--- src/rtl/output_port_tx.sv ---
// ---------------------------------------------------------------------------
// output_port_tx
//
// Serial transmitter for the CPU output port. Every word the CPU writes to its
// output register is queued in a small FIFO. Each word is then sent over an
// 8N1 UART-style line, least-significant byte first and LSB first within each
// byte. Consecutive words are separated by one idle-high cycle (the LOAD
// cycle). The bytes of one word follow each other with no gap.
//
// Parameters:
//   DATA_WIDTH    width of an output word (multiple of 8)
//   FIFO_DEPTH    number of buffered words (power of two, >= 2)
//   CLKS_PER_BIT  clock cycles per serial bit (>= 2)
//
// Ports:
//   clk_i       system clock, rising edge
//   reset_ni    asynchronous active-low reset
//   out_ld_i    write strobe from the CPU; one word accepted per high cycle
//   out_i       word from the CPU, sampled when out_ld_i is high
//   tx_o        registered serial line, idles high
//   busy_o      FIFO non-empty or transmitter not idle
//   empty_o     FIFO holds no words
//   full_o      FIFO holds FIFO_DEPTH words
//   overflow_o  sticky: a write was dropped because the FIFO was full
// ---------------------------------------------------------------------------
module output_port_tx #(
   parameter int DATA_WIDTH   = 16,
   parameter int FIFO_DEPTH   = 4,
   parameter int CLKS_PER_BIT = 16
) (
   input  logic                  clk_i,
   input  logic                  reset_ni,
   input  logic                  out_ld_i,
   input  logic [DATA_WIDTH-1:0] out_i,
   output logic                  tx_o,
   output logic                  busy_o,
   output logic                  empty_o,
   output logic                  full_o,
   output logic                  overflow_o
);

   localparam int BYTES  = DATA_WIDTH / 8;
   localparam int PTR_W  = $clog2(FIFO_DEPTH);
   localparam int CNT_W  = PTR_W + 1;
   localparam int CLK_W  = $clog2(CLKS_PER_BIT);
   localparam int BIDX_W = (BYTES > 1) ? $clog2(BYTES) : 1;

   localparam logic [CNT_W-1:0]  DEPTH_C   = CNT_W'(FIFO_DEPTH);
   localparam logic [CLK_W-1:0]  CLK_LAST  = CLK_W'(CLKS_PER_BIT - 1);
   localparam logic [BIDX_W-1:0] BYTE_LAST = BIDX_W'(BYTES - 1);

   typedef enum logic [2:0] {
      S_IDLE,
      S_LOAD,
      S_START,
      S_DATA,
      S_STOP
   } state_t;

   state_t                state;
   logic                  tx;
   logic [CLK_W-1:0]      clk_cnt;
   logic [2:0]            bit_cnt;
   logic [BIDX_W-1:0]     byte_idx;
   logic [DATA_WIDTH-1:0] shreg;

   logic [DATA_WIDTH-1:0] mem [FIFO_DEPTH];
   logic [PTR_W-1:0]      wr_ptr;
   logic [PTR_W-1:0]      rd_ptr;
   logic [CNT_W-1:0]      count;
   logic                  overflow;

   logic full;
   logic empty;
   logic pop;
   logic push;
   logic drop;
   logic bit_end;

   assign full    = (count == DEPTH_C);
   assign empty   = (count == '0);
   // The head word leaves the FIFO on the LOAD->START edge, so a write that
   // lands on that same edge still fits even when the FIFO is full.
   assign pop     = (state == S_LOAD);
   assign push    = out_ld_i && (!full || pop);
   assign drop    = out_ld_i && full && !pop;
   assign bit_end = (clk_cnt == CLK_LAST);

   // ---- FIFO storage (data only, no reset) ----
   always_ff @(posedge clk_i) begin
      if (push) begin
         mem[wr_ptr] <= out_i;
      end
   end

   // ---- FIFO control ----
   always_ff @(posedge clk_i or negedge reset_ni) begin
      if (!reset_ni) begin
         wr_ptr   <= '0;
         rd_ptr   <= '0;
         count    <= '0;
         overflow <= 1'b0;
      end else begin
         if (push) begin
            wr_ptr <= wr_ptr + 1'b1;
         end
         if (pop) begin
            rd_ptr <= rd_ptr + 1'b1;
         end
         case ({push, pop})
            2'b10:   count <= count + CNT_W'(1);
            2'b01:   count <= count - CNT_W'(1);
            default: count <= count;
         endcase
         if (drop) begin
            overflow <= 1'b1;
         end
      end
   end

   // ---- Shift register (data only, no reset) ----
   // The whole word shifts right one bit per data bit; since both byte order
   // and bit order are LSB first, the next bit to send is always shreg[0].
   always_ff @(posedge clk_i) begin
      if (state == S_LOAD) begin
         shreg <= mem[rd_ptr];
      end else if (bit_end && ((state == S_START) ||
                               ((state == S_DATA) && (bit_cnt != 3'd7)))) begin
         shreg <= shreg >> 1;
      end
   end

   // ---- Transmit state machine with registered line output ----
   always_ff @(posedge clk_i or negedge reset_ni) begin
      if (!reset_ni) begin
         state    <= S_IDLE;
         tx       <= 1'b1;
         clk_cnt  <= '0;
         bit_cnt  <= '0;
         byte_idx <= '0;
      end else begin
         case (state)
            S_IDLE: begin
               tx      <= 1'b1;
               clk_cnt <= '0;
               if (!empty) begin
                  state <= S_LOAD;
               end
            end
            S_LOAD: begin
               tx       <= 1'b0;
               clk_cnt  <= '0;
               byte_idx <= '0;
               state    <= S_START;
            end
            S_START: begin
               if (bit_end) begin
                  clk_cnt <= '0;
                  bit_cnt <= '0;
                  tx      <= shreg[0];
                  state   <= S_DATA;
               end else begin
                  clk_cnt <= clk_cnt + CLK_W'(1);
               end
            end
            S_DATA: begin
               if (bit_end) begin
                  clk_cnt <= '0;
                  if (bit_cnt == 3'd7) begin
                     tx    <= 1'b1;
                     state <= S_STOP;
                  end else begin
                     bit_cnt <= bit_cnt + 3'd1;
                     tx      <= shreg[0];
                  end
               end else begin
                  clk_cnt <= clk_cnt + CLK_W'(1);
               end
            end
            S_STOP: begin
               if (bit_end) begin
                  clk_cnt <= '0;
                  if (byte_idx != BYTE_LAST) begin
                     // Next byte of the same word starts with no gap.
                     byte_idx <= byte_idx + BIDX_W'(1);
                     tx       <= 1'b0;
                     state    <= S_START;
                  end else if (!empty) begin
                     tx    <= 1'b1;
                     state <= S_LOAD;
                  end else begin
                     tx    <= 1'b1;
                     state <= S_IDLE;
                  end
               end else begin
                  clk_cnt <= clk_cnt + CLK_W'(1);
               end
            end
            default: begin
               tx    <= 1'b1;
               state <= S_IDLE;
            end
         endcase
      end
   end

   assign tx_o       = tx;
   assign busy_o     = !empty || (state != S_IDLE);
   assign empty_o    = empty;
   assign full_o     = full;
   assign overflow_o = overflow;

endmodule

--- config.mk ---
export PLATFORM = sky130hd
export DESIGN_NAME = output_port_tx
export DESIGN_NICKNAME = d
export VERILOG_FILES = /design/src/rtl/output_port_tx.sv
export SDC_FILE = /design/constraint.sdc
export NUM_CORES = 1
export LEC_CHECK = 0
export CORE_MARGIN = 5
export CORE_UTILIZATION = 55
export CTS_BUF_LIST = sky130_fd_sc_hd__clkbuf_8
export DETAILED_ROUTE_END_ITERATION = 8
export DONT_BUFFER_PORTS = 1
export GPL_TIMING_DRIVEN = 0
export HOLD_SLACK_MARGIN = 0.03
export PLACE_DENSITY = 0.76
export SLEW_MARGIN = 20
export SYNTH_ARGS = -nofsm -noshare
export SYNTH_HDL_FRONTEND = slang
export SYNTH_SLANG_ARGS = --single-unit
--- constraint.sdc ---
create_clock -name clk_i -period 3.7 [get_ports clk_i]
set_clock_uncertainty 0.15 [all_clocks]
set_input_delay 0.37 -clock clk_i [delete_from_list [all_inputs] [get_ports clk_i]]
set_output_delay 0.37 -clock clk_i [all_outputs]
set_load 0.01 [all_outputs]
==> results of run 1 <==
==> kinds of logic after synthesis <==
group,Yosys count,share of synthesized area
fa+ha+maj,8,0.0256
compound gates,30,0.0474
simple gates,87,0.101
mux,21,0.0984
buf+inv,21,0.0250
xor+xnor,5,0.0104
flops,100,0.692
==> state kept, by name, indices dropped and copies added, names as in the netlist <==
name	flops
clk_cnt	4
rd_ptr	2
tx_o	1
shreg	16
state	3
wr_ptr	2
count	3
mem	64
byte_idx	1
bit_cnt	3
overflow_o	1
==> area by class of cell <==
class / count / area (um2) / share of cell area
sequential: 100 / 2900 / 0.617
clock inverter: 7 / 68.8 / 0.0146
clock buffer: 9 / 124 / 0.0263
inverter: 9 / 33.8 / 0.00717
buffer: 12 / 71.3 / 0.0151
timing repair buffer: 19 / 191 / 0.0406
multi-input combinational: 151 / 1190 / 0.253
tap: 99 / 124 / 0.0263
==> cell usage after synthesis (all sizes together) <==
master    n  area share
edfxtp   80        0.57
nand2    56       0.051
dfrtp    19        0.11
mux4     16       0.086
buf      10       0.015
inv       9      0.0080
o21ai     9       0.011
and2      7       0.010
ha        7       0.021
nand3     7      0.0095
a21oi     6      0.0072
a22o      6       0.013
nor2      4      0.0042
xnor2     4      0.0083
mux2i     3      0.0072
or3b      3      0.0063
clkbuf    2      0.0018
mux2      2      0.0054
nand2b    2      0.0036
nand3b    2      0.0036
o211ai    2      0.0036
a21o      1      0.0018
a311oi    1      0.0021
a31o      1      0.0021
and2b     1      0.0018
and3      1      0.0015
dfstp     1      0.0063
fa        1      0.0048
nand4bb   1      0.0027
nor3      1      0.0012
nor3b     1      0.0045
o21a      1      0.0018
o221ai    1      0.0021
o22ai     1      0.0015
o32ai     1      0.0021
or3       1      0.0015
xor2      1      0.0021
==> metal layers <==
| layer | global-route usage | vias up |
|---|---|---|
| met2 | 0.246 | 32 |
| li1 | - | 1073 |
| met3 | 0.0395 | 4 |
| met5 | 0 | - |
| met4 | 0.0532 | 0 |
| met1 | 0.199 | 1143 |
==> worst max-delay path, cell delays in order (launching register included) <==
cell and delay, ns:
dfrtp_1 0.49, nor3b_4 0.45, o21a_1 0.30, and2_1 0.74
==> cell usage in the layout, fill, tap and decap left out, types with 4 or more instances in the layout <==
cell type      synthesis  layout
o21ai_0                9       8
nand2_1               55      55
mux4_2                16      16
dfrtp_1               19      19
ha_1                   7       7
and2_1                 7       7
clkbuf_8               0       9
dlygate4sd3_1          0      18
a21oi_1                6       6
buf_2                  6       6
a22o_1                 6       6
nand3_1                6       6
inv_1                  9       9
edfxtp_1              80      80
xnor2_1                4       4
==> worst paths after layout <==
check	to	depth (start not counted)	from	slack [ns]
max	mem[0][2]	3	state[0]	1.18
min	count[0]	3	out_ld_i	0.10
max reg2reg	mem[0][2]	3	state[0]	1.18
min reg2reg	count[2]	1	count[2]	0.34
max in group asynchronous	bit_cnt[0]	1	reset_ni	2.41
min in group asynchronous	count[1]	1	reset_ni	0.42
==> through the flow <==
step / utilization / total power, mW / cell area [um2]
6_report: 0.642 / 2.40 / 4710
5_1_grt: 0.642 / 2.52 / 4710
4_1_cts: 0.642 / 2.44 / 4710
3_5_place_dp: 0.592 / 1.76 / 4340
3_3_place_gp: 0.590 / 1.74 / 4320
2_1_floorplan: - / 1.67 / 4200
==> repair_timing <==
item                       CTS  global route
setup endpoints to repair    0             0
hold buffers                18             0
hold endpoints to repair    85             0
==> power breakdown <==
group | switching, mW | internal [mW]
sequential | 0.0562 | 1.40
combinational | 0.173 | 0.114
clock | 0.397 | 0.262
total | 0.626 | 1.78
==> qor.txt, run 1 <==
Fraction of layout instances using a drive strength above 1 -> 0.173
Endpoint kind of the worst setup timing path -> register
Starting density of the core -> 0.573
GRT Residual Overflow -> 0
Max-slew headroom -> 0.396
Final period util -> 0.681
Non-Filler Instances -> 406
Peak supply drop -> 367 uV
Maximum clock frequency -> 397 MHz
DRC violation count after routing -> 0
Buffer cell driving the clock tree root -> clkbuf_8
Worst slew pin tran -> 0.903 ns
Number of nets in the finished design -> 329
CTS tree -> built
Synthesized cell area -> 4200 um2
Met1 Wirelength -> 3.00 mm
Hold Worst Slack -> 0.103 ns
Number of instances in the synthesized netlist -> 272
Cell Rows -> 31
Number of nets with antenna violations after routing -> 0
Post-Place Cells -> 372
Core Box Area -> 7330 um2
Count of synthesis-stage warnings from yosys -> 0
Leakage power of the design -> 1.76 nW
Antenna diode count -> 0
Die outline area -> 9480 um2
Global-route total usage across every layer -> 0.152
Die height -> 97.4 um
Post-CTS repair timing setup buffer count -> 0
Min-Delay Path Class -> in -> reg
Setup violators final -> 0
Via count of the first global-routing pass -> 2295
Library cells used by synthesis -> 45
Worst endpoint data arrival time -> 2.35 ns
Critical path type -> reg -> reg
Routability congestion estimate -> 0.820
Maximum root-to-sink buffer count -> 2
H-tree lvl count -> 3
Detail-routed net length per standard cell -> 16.4 um
Detailed Routing Iterations Pass 1 -> 4
Max capacitance violation total -> 0
Pin count of the biggest net entering global routing -> 21
Shortest period the worst path allows -> 2.52 ns
Post-detailed-route via-to-cell ratio -> 5.55
Count of fill cells added during filler insertion -> 513
Die width -> 97.4 um
Num CTS Buffers -> 9
Critical path fanouts, max -> 16
Startpoint class of the critical path -> register
Setup TNS -> 0 ns
Clock sink count -> 100
DPL Wire Length -> 4.48 mm
Wire length on met2 -> 3.37 mm
Count of buffers from port buffering -> 0
Setup repair after global routing missed its margin -> no
Max Used Layer -> met4
Synthesized netlist net count -> 299
I/O pin count -> 24
Number of gates resized after CTS -> 0
Via total after detailed routing -> 2252
Slew Limit Fails -> 0
CP Data Required Time -> 3.53 ns
Sequential fraction of the synthesis area -> 0.692
Setup WS pre-CTS -> 1.15 ns
Per-instance average area after synthesis -> 15.4 um2
Worst path setup slack after routing -> 1.18 ns
Pwr dens -> 510 nW/um2
Clock transition at the register clock pins on the worst setup and hold paths after CTS -> 0.11 ns
Final wirelength -> 6.66 mm
Hold violation total from the final report -> 0
Area Overhead vs Synth -> 12.2%
Flops & latches, synth -> 100
Detailed Route Iter0 Violations -> 135
Outcome -> finished clean
Met3 WL post-DR -> 218 um
Clock network latency to the later pin of the worst-skew pair -> 0.36 ns
Global-route wire length before repair -> 11.4 mm
Initial antenna violation count -> 0
Power figures use the tool's default switching activity.
==> run 2: changes to the inputs <==
PLACE_DENSITY = 0.79   (was 0.76)
clock period = 2.2 ns   (was 3.7 ns; I/O delays follow)
==> run 2 against run 1 <==
Against the previous run: first-iteration DRC count is 24% higher; sequential cell count stayed put; worst setup slack worse by 0.97 ns; fmax is 27% higher; die area stayed put.
==> qor.txt, run 2 (synthesized netlist as in run 1, its figures left out) <==
Outcome -> finished clean
Shortest period the worst path allows -> 1.99 ns (-0.533 ns)
Global-route wire length before repair -> 11.6 mm (+2.1%)
Final wirelength -> 7.08 mm (+6.4%)
Routability congestion estimate -> 0.870 (+6.1%)
Largest stage delay on the critical path -> 0.39 ns (-0.35 ns)
Worst slew pin tran -> 0.964 ns (+0.0613 ns)
Num CTS Buffers -> 9 (unchanged)
Worst path buffer plus inverter count -> 4 (+4)
Clock transition at the register clock pins on the worst setup and hold paths after CTS -> 0.10 ns (about the same)
Number of nets in the finished design -> 331 (+0.61%)
Pin count of the biggest net entering global routing -> 21 (unchanged)
Min-Delay Path Class -> in -> async
Clock power share -> 0.265 (-0.009)
Peak supply drop -> 695 uV (+90%)
Sw power -> 1.06 mW (+69%)
Sequential cell area -> 2900 um2 (unchanged)
Startpoint class of the critical path -> register
Antenna diode count -> 0 (unchanged)
Count of buffers from port buffering -> 0 (unchanged)
Slowest library cell on the worst path -> or3b_1
Launching element of the worst setup path -> state[2]
Final Core Density -> 0.647 (+0.00478)
Post-detailed-route via-to-cell ratio -> 5.53 (-0.23%)
I/O pin count -> 24 (unchanged)
Capture point of the worst reg-to-reg path -> shreg[6]
Detailed Routing Iterations Pass 1 -> 5 (+1)
Startpoint of the lowest-slack register-to-register path -> state[2]
Internal cell power -> 2.99 mW (+68%)
Wire length on met2 -> 3.63 mm (+8.0%)
Most common cell after layout, fill and taps aside -> edfxtp_1
Cell type group with the largest total delay on the critical path -> buffers and inverters
Max-slew headroom -> 0.355 (-0.0410)
Reg2Reg Depth -> 6 (+3)
Gate power share -> 0.129 (+0.010)
Hold violation total from the final report -> 0 (unchanged)
DPL Wire Length -> 4.42 mm (-1.4%)
Global-route total usage across every layer -> 0.160 (+0.00836)
Largest registers ranked by flip-flop count -> mem (64), shreg (16), clk_cnt (4)
Clock sink count -> 100 (unchanged)
Initial antenna violation count -> 0 (unchanged)
Switching share of power -> 0.261 (about the same)
Multi-input combinational cell area -> 1210 um2 (+1.9%)
CP Data Required Time -> 2.14 ns (-1.39 ns)
Slack of the worst reg-to-reg path -> 0.21 ns (-0.97 ns)
Detail-routed net length per standard cell -> 17.4 um (+5.8%)
CP Cell Sequence -> buf_6 -> or3b_1 -> buf_4 -> buf_2 -> o21ai_4 -> buf_12
CTS tree -> built
Overall power of the completed layout -> 4.05 mW (+68%)
Pwr dens -> 854 nW/um2 (+67%)
Setup violators final -> 0 (unchanged)
Fraction of layout instances using a drive strength above 1 -> 0.191 (+0.0183)
Setup TNS -> 0 ns (unchanged)
GRT Residual Overflow -> 0 (unchanged)
Cell Rows -> 31 (unchanged)
Number of nets with antenna violations after routing -> 0 (unchanged)
Critical path fanouts, max -> 16 (unchanged)
Number of stages on the worst setup path -> 6 (+3)
Worst endpoint data arrival time -> 1.92 ns (-0.43 ns)
Die height -> 97.4 um (unchanged)
Maximum root-to-sink buffer count -> 2 (unchanged)
Largest register FFs -> 64 (unchanged)
Final period util -> 0.904 (+0.222)
Largest register by flop count -> mem
H-tree lvl count -> 3 (unchanged)
Buffer cell driving the clock tree root -> clkbuf_8
Most frequent cells in the layout -> edfxtp_1 (80), nand2_1 (55), dfrtp_1 (19)
Starting density of the core -> 0.573 (unchanged)
Leakage power of the design -> 1.79 nW (+1.3%)
Core Box Area -> 7330 um2 (unchanged)
Part of the power in registers -> 0.606 (about the same)
Die width -> 97.4 um (unchanged)
Detailed Route Iter0 Violations -> 167 (+24%)
Via total after detailed routing -> 2258 (+0.27%)
Met1 Wirelength -> 3.01 mm (+0.17%)
Critical path type -> reg -> reg
Endpoint kind of the worst setup timing path -> register
Clock network latency to the later pin of the worst-skew pair -> 0.37 ns (about the same)
Die outline area -> 9480 um2 (unchanged)
DRC violation count after routing -> 0 (unchanged)
Met3 WL post-DR -> 326 um (+50%)
Setup repair after global routing missed its margin -> no
Slew Limit Fails -> 0 (unchanged)
Worst setup path endpoint -> shreg[6]
Max Used Layer -> met4
Via count of the first global-routing pass -> 2323 (+1.2%)
Max capacitance violation total -> 0 (unchanged)
Maximum clock frequency -> 503 MHz (+27%)
Area Overhead vs Synth -> 13.0%
Count of fill cells added during filler insertion -> 506 (-1.4%)
[run 2: timing repair]
item | in CTS | in global routing
pin swaps | 0 | 2
hold buffers | 18 | 0
resized for setup | 5 | 5
setup buffers | 0 | 3
setup endpoints to repair | 80 | 82
endpoints found under the hold margin | 90 | 0
[run 2: worst min-delay path by stage]
| stage | cells after the start | slack [ns] | start | to |
|---|---|---|---|---|
| 3_5_place_dp | 0 | -0.22 | reset_ni | byte_idx |
| 5_1_grt | 1 | 0.35 | reset_ni | byte_idx |
| 2_1_floorplan | 0 | -0.23 | reset_ni | bit_cnt[0] |
| 6_report | 1 | 0.29 | reset_ni | byte_idx |
| 3_3_place_gp | 0 | -0.23 | reset_ni | state[2] |
| 4_1_cts | 1 | 0.31 | reset_ni | byte_idx |
[run 2: area by class of cell]
type / count / area share
Clock buffer: 9 / 0.0261
Timing Repair Buffer: 21 / 0.0454
Sequential cell: 100 / 0.612
Buffer: 12 / 0.0150
Multi-Input combinational cell: 151 / 0.256
Clock inverter: 7 / 0.0121
Tap cell: 99 / 0.0261
Inverter: 9 / 0.00712
[run 2: metrics by stage]
stage          instances  hold WS [ns]  setup WS (ns)  instance area [um2]
2_1_floorplan        272        -0.226          0.131                 4200
3_5_place_dp         371        -0.225         -0.445                 4330
4_1_cts              405         0.313         -0.163                 4700
3_3_place_gp         371        -0.225         -0.423                 4330
6_report             408         0.289          0.211                 4740
5_1_grt              408         0.354          0.104                 4740
[run 2: per-layer routing]
metal / up-vias / GRT usage
met5: - / 0
met4: 0 / 0.0564
met3: 10 / 0.0524
met2: 46 / 0.274
met1: 1128 / 0.189
li1: 1074 / -
[run 2: power by group through the flow]
stage	logic [mW]	registers, mW	clock network, mW
after global routing	0.583	2.48	1.19
final	0.522	2.45	1.07
after global placement	0.450	2.48	0
after floorplan	0.352	2.46	0
after CTS	0.515	2.45	1.09
after detailed placement	0.465	2.49	0
==> run 3: changes to the inputs <==
GPL_TIMING_DRIVEN = not set   (was 0)
==> run 3 against run 2 <==
Against the previous run: cell count down 0.25%; sequential power about the same; total power up 5.2%; clock-buffer cell count unchanged; first-iteration DRC count up 15%; clock power up 11%; highest routed layer unchanged; non-clock buffer count down 1; sequential share of layout area down 0.89 points; largest cell class unchanged; final area up 1.5%.
==> qor.txt, run 3 (synthesized netlist as in run 1, its figures left out) <==
CP Data Required Time -> 2.30 ns (+0.16 ns)
Largest register by flop count -> mem
Area Overhead vs Synth -> 14.7%
Post-CTS repair timing setup buffer count -> 0 (unchanged)
Critical path type -> reg -> reg
Global-route total usage across every layer -> 0.172 (+0.0124)
Cell Rows -> 31 (unchanged)
Global-route wire length before repair -> 12.4 mm (+6.8%)
Startpoint of the lowest-slack register-to-register path -> bit_cnt[0]
Count of buffers from port buffering -> 0 (unchanged)
Clock power share -> 0.280 (+0.015)
Clock network latency to the later pin of the worst-skew pair -> 0.37 ns (about the same)
DPL Wire Length -> 4.51 mm (+2.1%)
Maximum root-to-sink buffer count -> 2 (unchanged)
GRT Residual Overflow -> 0 (unchanged)
Clock sink count -> 100 (unchanged)
Setup violators final -> 0 (unchanged)
Worst endpoint data arrival time -> 2.03 ns (+0.11 ns)
Overall power of the completed layout -> 4.26 mW (+5.2%)
Slew Limit Fails -> 0 (unchanged)
Final wirelength -> 7.64 mm (+7.9%)
Setup TNS -> 0 ns (unchanged)
Shortest period the worst path allows -> 1.92 ns (-0.0643 ns)
Worst slew pin tran -> 0.962 ns (-0.00189 ns)
Switching share of power -> 0.273 (+0.0122)
I/O pin count -> 24 (unchanged)
Launching element of the worst setup path -> bit_cnt[0]
Routability congestion estimate -> 0.781 (-10%)
Via total after detailed routing -> 2253 (-0.22%)
Maximum clock frequency -> 520 MHz (+3.3%)
Part of the power in registers -> 0.577 (-0.029)
Final period util -> 0.875 (-0.0292)
Leakage power of the design -> 1.81 nW (+1.3%)
Num CTS Buffers -> 9 (unchanged)
Critical path fanouts, max -> 7 (-9)
Gate power share -> 0.143 (+0.014)
Max capacitance violation total -> 0 (unchanged)
Core Box Area -> 7330 um2 (unchanged)
Antenna diode count -> 0 (unchanged)
Most frequent cells in the layout -> edfxtp_1 (80), nand2_1 (55), dfrtp_1 (19)
Worst Hold Depth -> 3
Die outline area -> 9480 um2 (unchanged)
Post-detailed-route via-to-cell ratio -> 5.54 (about the same)
Slack of the worst reg-to-reg path -> 0.28 ns (+0.06 ns)
Pin count of the biggest net entering global routing -> 22 (+4.8%)
Initial antenna violation count -> 0 (unchanged)
Outcome -> finished clean
Hold violation total from the final report -> 0 (unchanged)
Number of nets with antenna violations after routing -> 0 (unchanged)
Sw power -> 1.16 mW (+10%)
Largest register FFs -> 64 (unchanged)
Internal cell power -> 3.10 mW (+3.4%)
Hold-fix buffers, CTS -> 18 (unchanged)
DRC violation count after routing -> 0 (unchanged)
Via count of the first global-routing pass -> 2345 (+0.95%)
Die height -> 97.4 um (unchanged)
Detailed Route Iter0 Violations -> 192 (+15%)
Fraction of layout instances using a drive strength above 1 -> 0.182 (-0.00912)
CTS tree -> built
H-tree lvl count -> 3 (unchanged)
Peak supply drop -> 495 uV (-29%)
Largest registers ranked by flip-flop count -> mem (64), shreg (16), clk_cnt (4)
Die width -> 97.4 um (unchanged)
Worst hold start -> out_ld_i
Capture point of the worst reg-to-reg path -> state[0]
Reg2Reg Depth -> 6 (unchanged)
Number of nets in the finished design -> 330 (-0.30%)
Setup repair after global routing missed its margin -> no
Clock transition at the register clock pins on the worst setup and hold paths after CTS -> 0.10 ns (about the same)
Buffer cell driving the clock tree root -> clkbuf_8
Endpoint kind of the worst setup timing path -> register
Most common cell after layout, fill and taps aside -> edfxtp_1
Detailed Routing Iterations Pass 1 -> 4 (-1)
Startpoint class of the critical path -> register
Starting density of the core -> 0.573 (unchanged)
Pwr dens -> 885 nW/um2 (+3.6%)
Number of gates resized after CTS -> 0 (-5)
Max-slew headroom -> 0.356 (+0.00127)
Worst setup path endpoint -> state[0]
Min-Delay Path Class -> in -> reg
Detail-routed net length per standard cell -> 18.8 um (+8.2%)
## run 3: changes by cell type in the layout (fill, tap and decap cells not counted), moves of 2 or more
cell,before,now
buf_2,6,0
clkbuf_1,2,0
and2_1,3,7
buf_4,5,9
clkinv_8,0,3
buf_12,1,5
and2_4,4,0
## run 3: power by group through the flow
stage / clock network [mW] / registers (mW) / logic [mW]
after CTS: 1.22 / 2.45 / 0.618
final: 1.19 / 2.46 / 0.610
after global placement: 0 / 2.47 / 0.551
after global routing: 1.32 / 2.48 / 0.666
after detailed placement: 0 / 2.49 / 0.574
after floorplan: 0 / 2.46 / 0.352
## run 3: area by class of cell
type | instances | area, um2
clock buffer | 9 | 124
clock inverter | 7 | 88.8
tap | 99 | 124
multi-input combinational | 151 | 1190
timing repair buffer | 32 | 348
sequential | 100 | 2900
fill | 503 | 2520
inverter | 9 | 33.8
## run 3: routing by layer
layer,vias to the layer above,global-route usage,part of all wire
li1,1074,-,-
met1,1102,0.213,0.41
met2,61,0.291,0.52
met3,16,0.0459,0.048
met4,0,0.0639,0.019
met5,-,0,0
## run 3: worst min-delay path by stage
stage | end | slack (ns)
global route | count[0] | 0.04
CTS | count[0] | 0.04
detailed placement | bit_cnt[2] | -0.22
floorplan | bit_cnt[0] | -0.23
global placement | bit_cnt[2] | -0.23
finish | count[0] | 0.05
## run 3: worst max-delay path, stage by stage (launching register included)
cell and delay (ns):
dfrtp_1 0.43, ha_1 0.21, ha_1 0.25, inv_1 0.09, a21oi_1 0.07, o211ai_1 0.25
mux2_1 0.36
## run 3: per-stage QoR
stage	instances	util	setup WS (ns)	area [um2]	hold slack, ns
floorplan	272	-	0.131	4200	-0.226
global placement	373	0.603	0.350	4420	-0.225
detailed placement	373	0.603	0.306	4420	-0.225
CTS	407	0.657	0.270	4810	0.0369
global route	407	0.657	0.161	4810	0.0355
finish	407	0.657	0.276	4810	0.0523
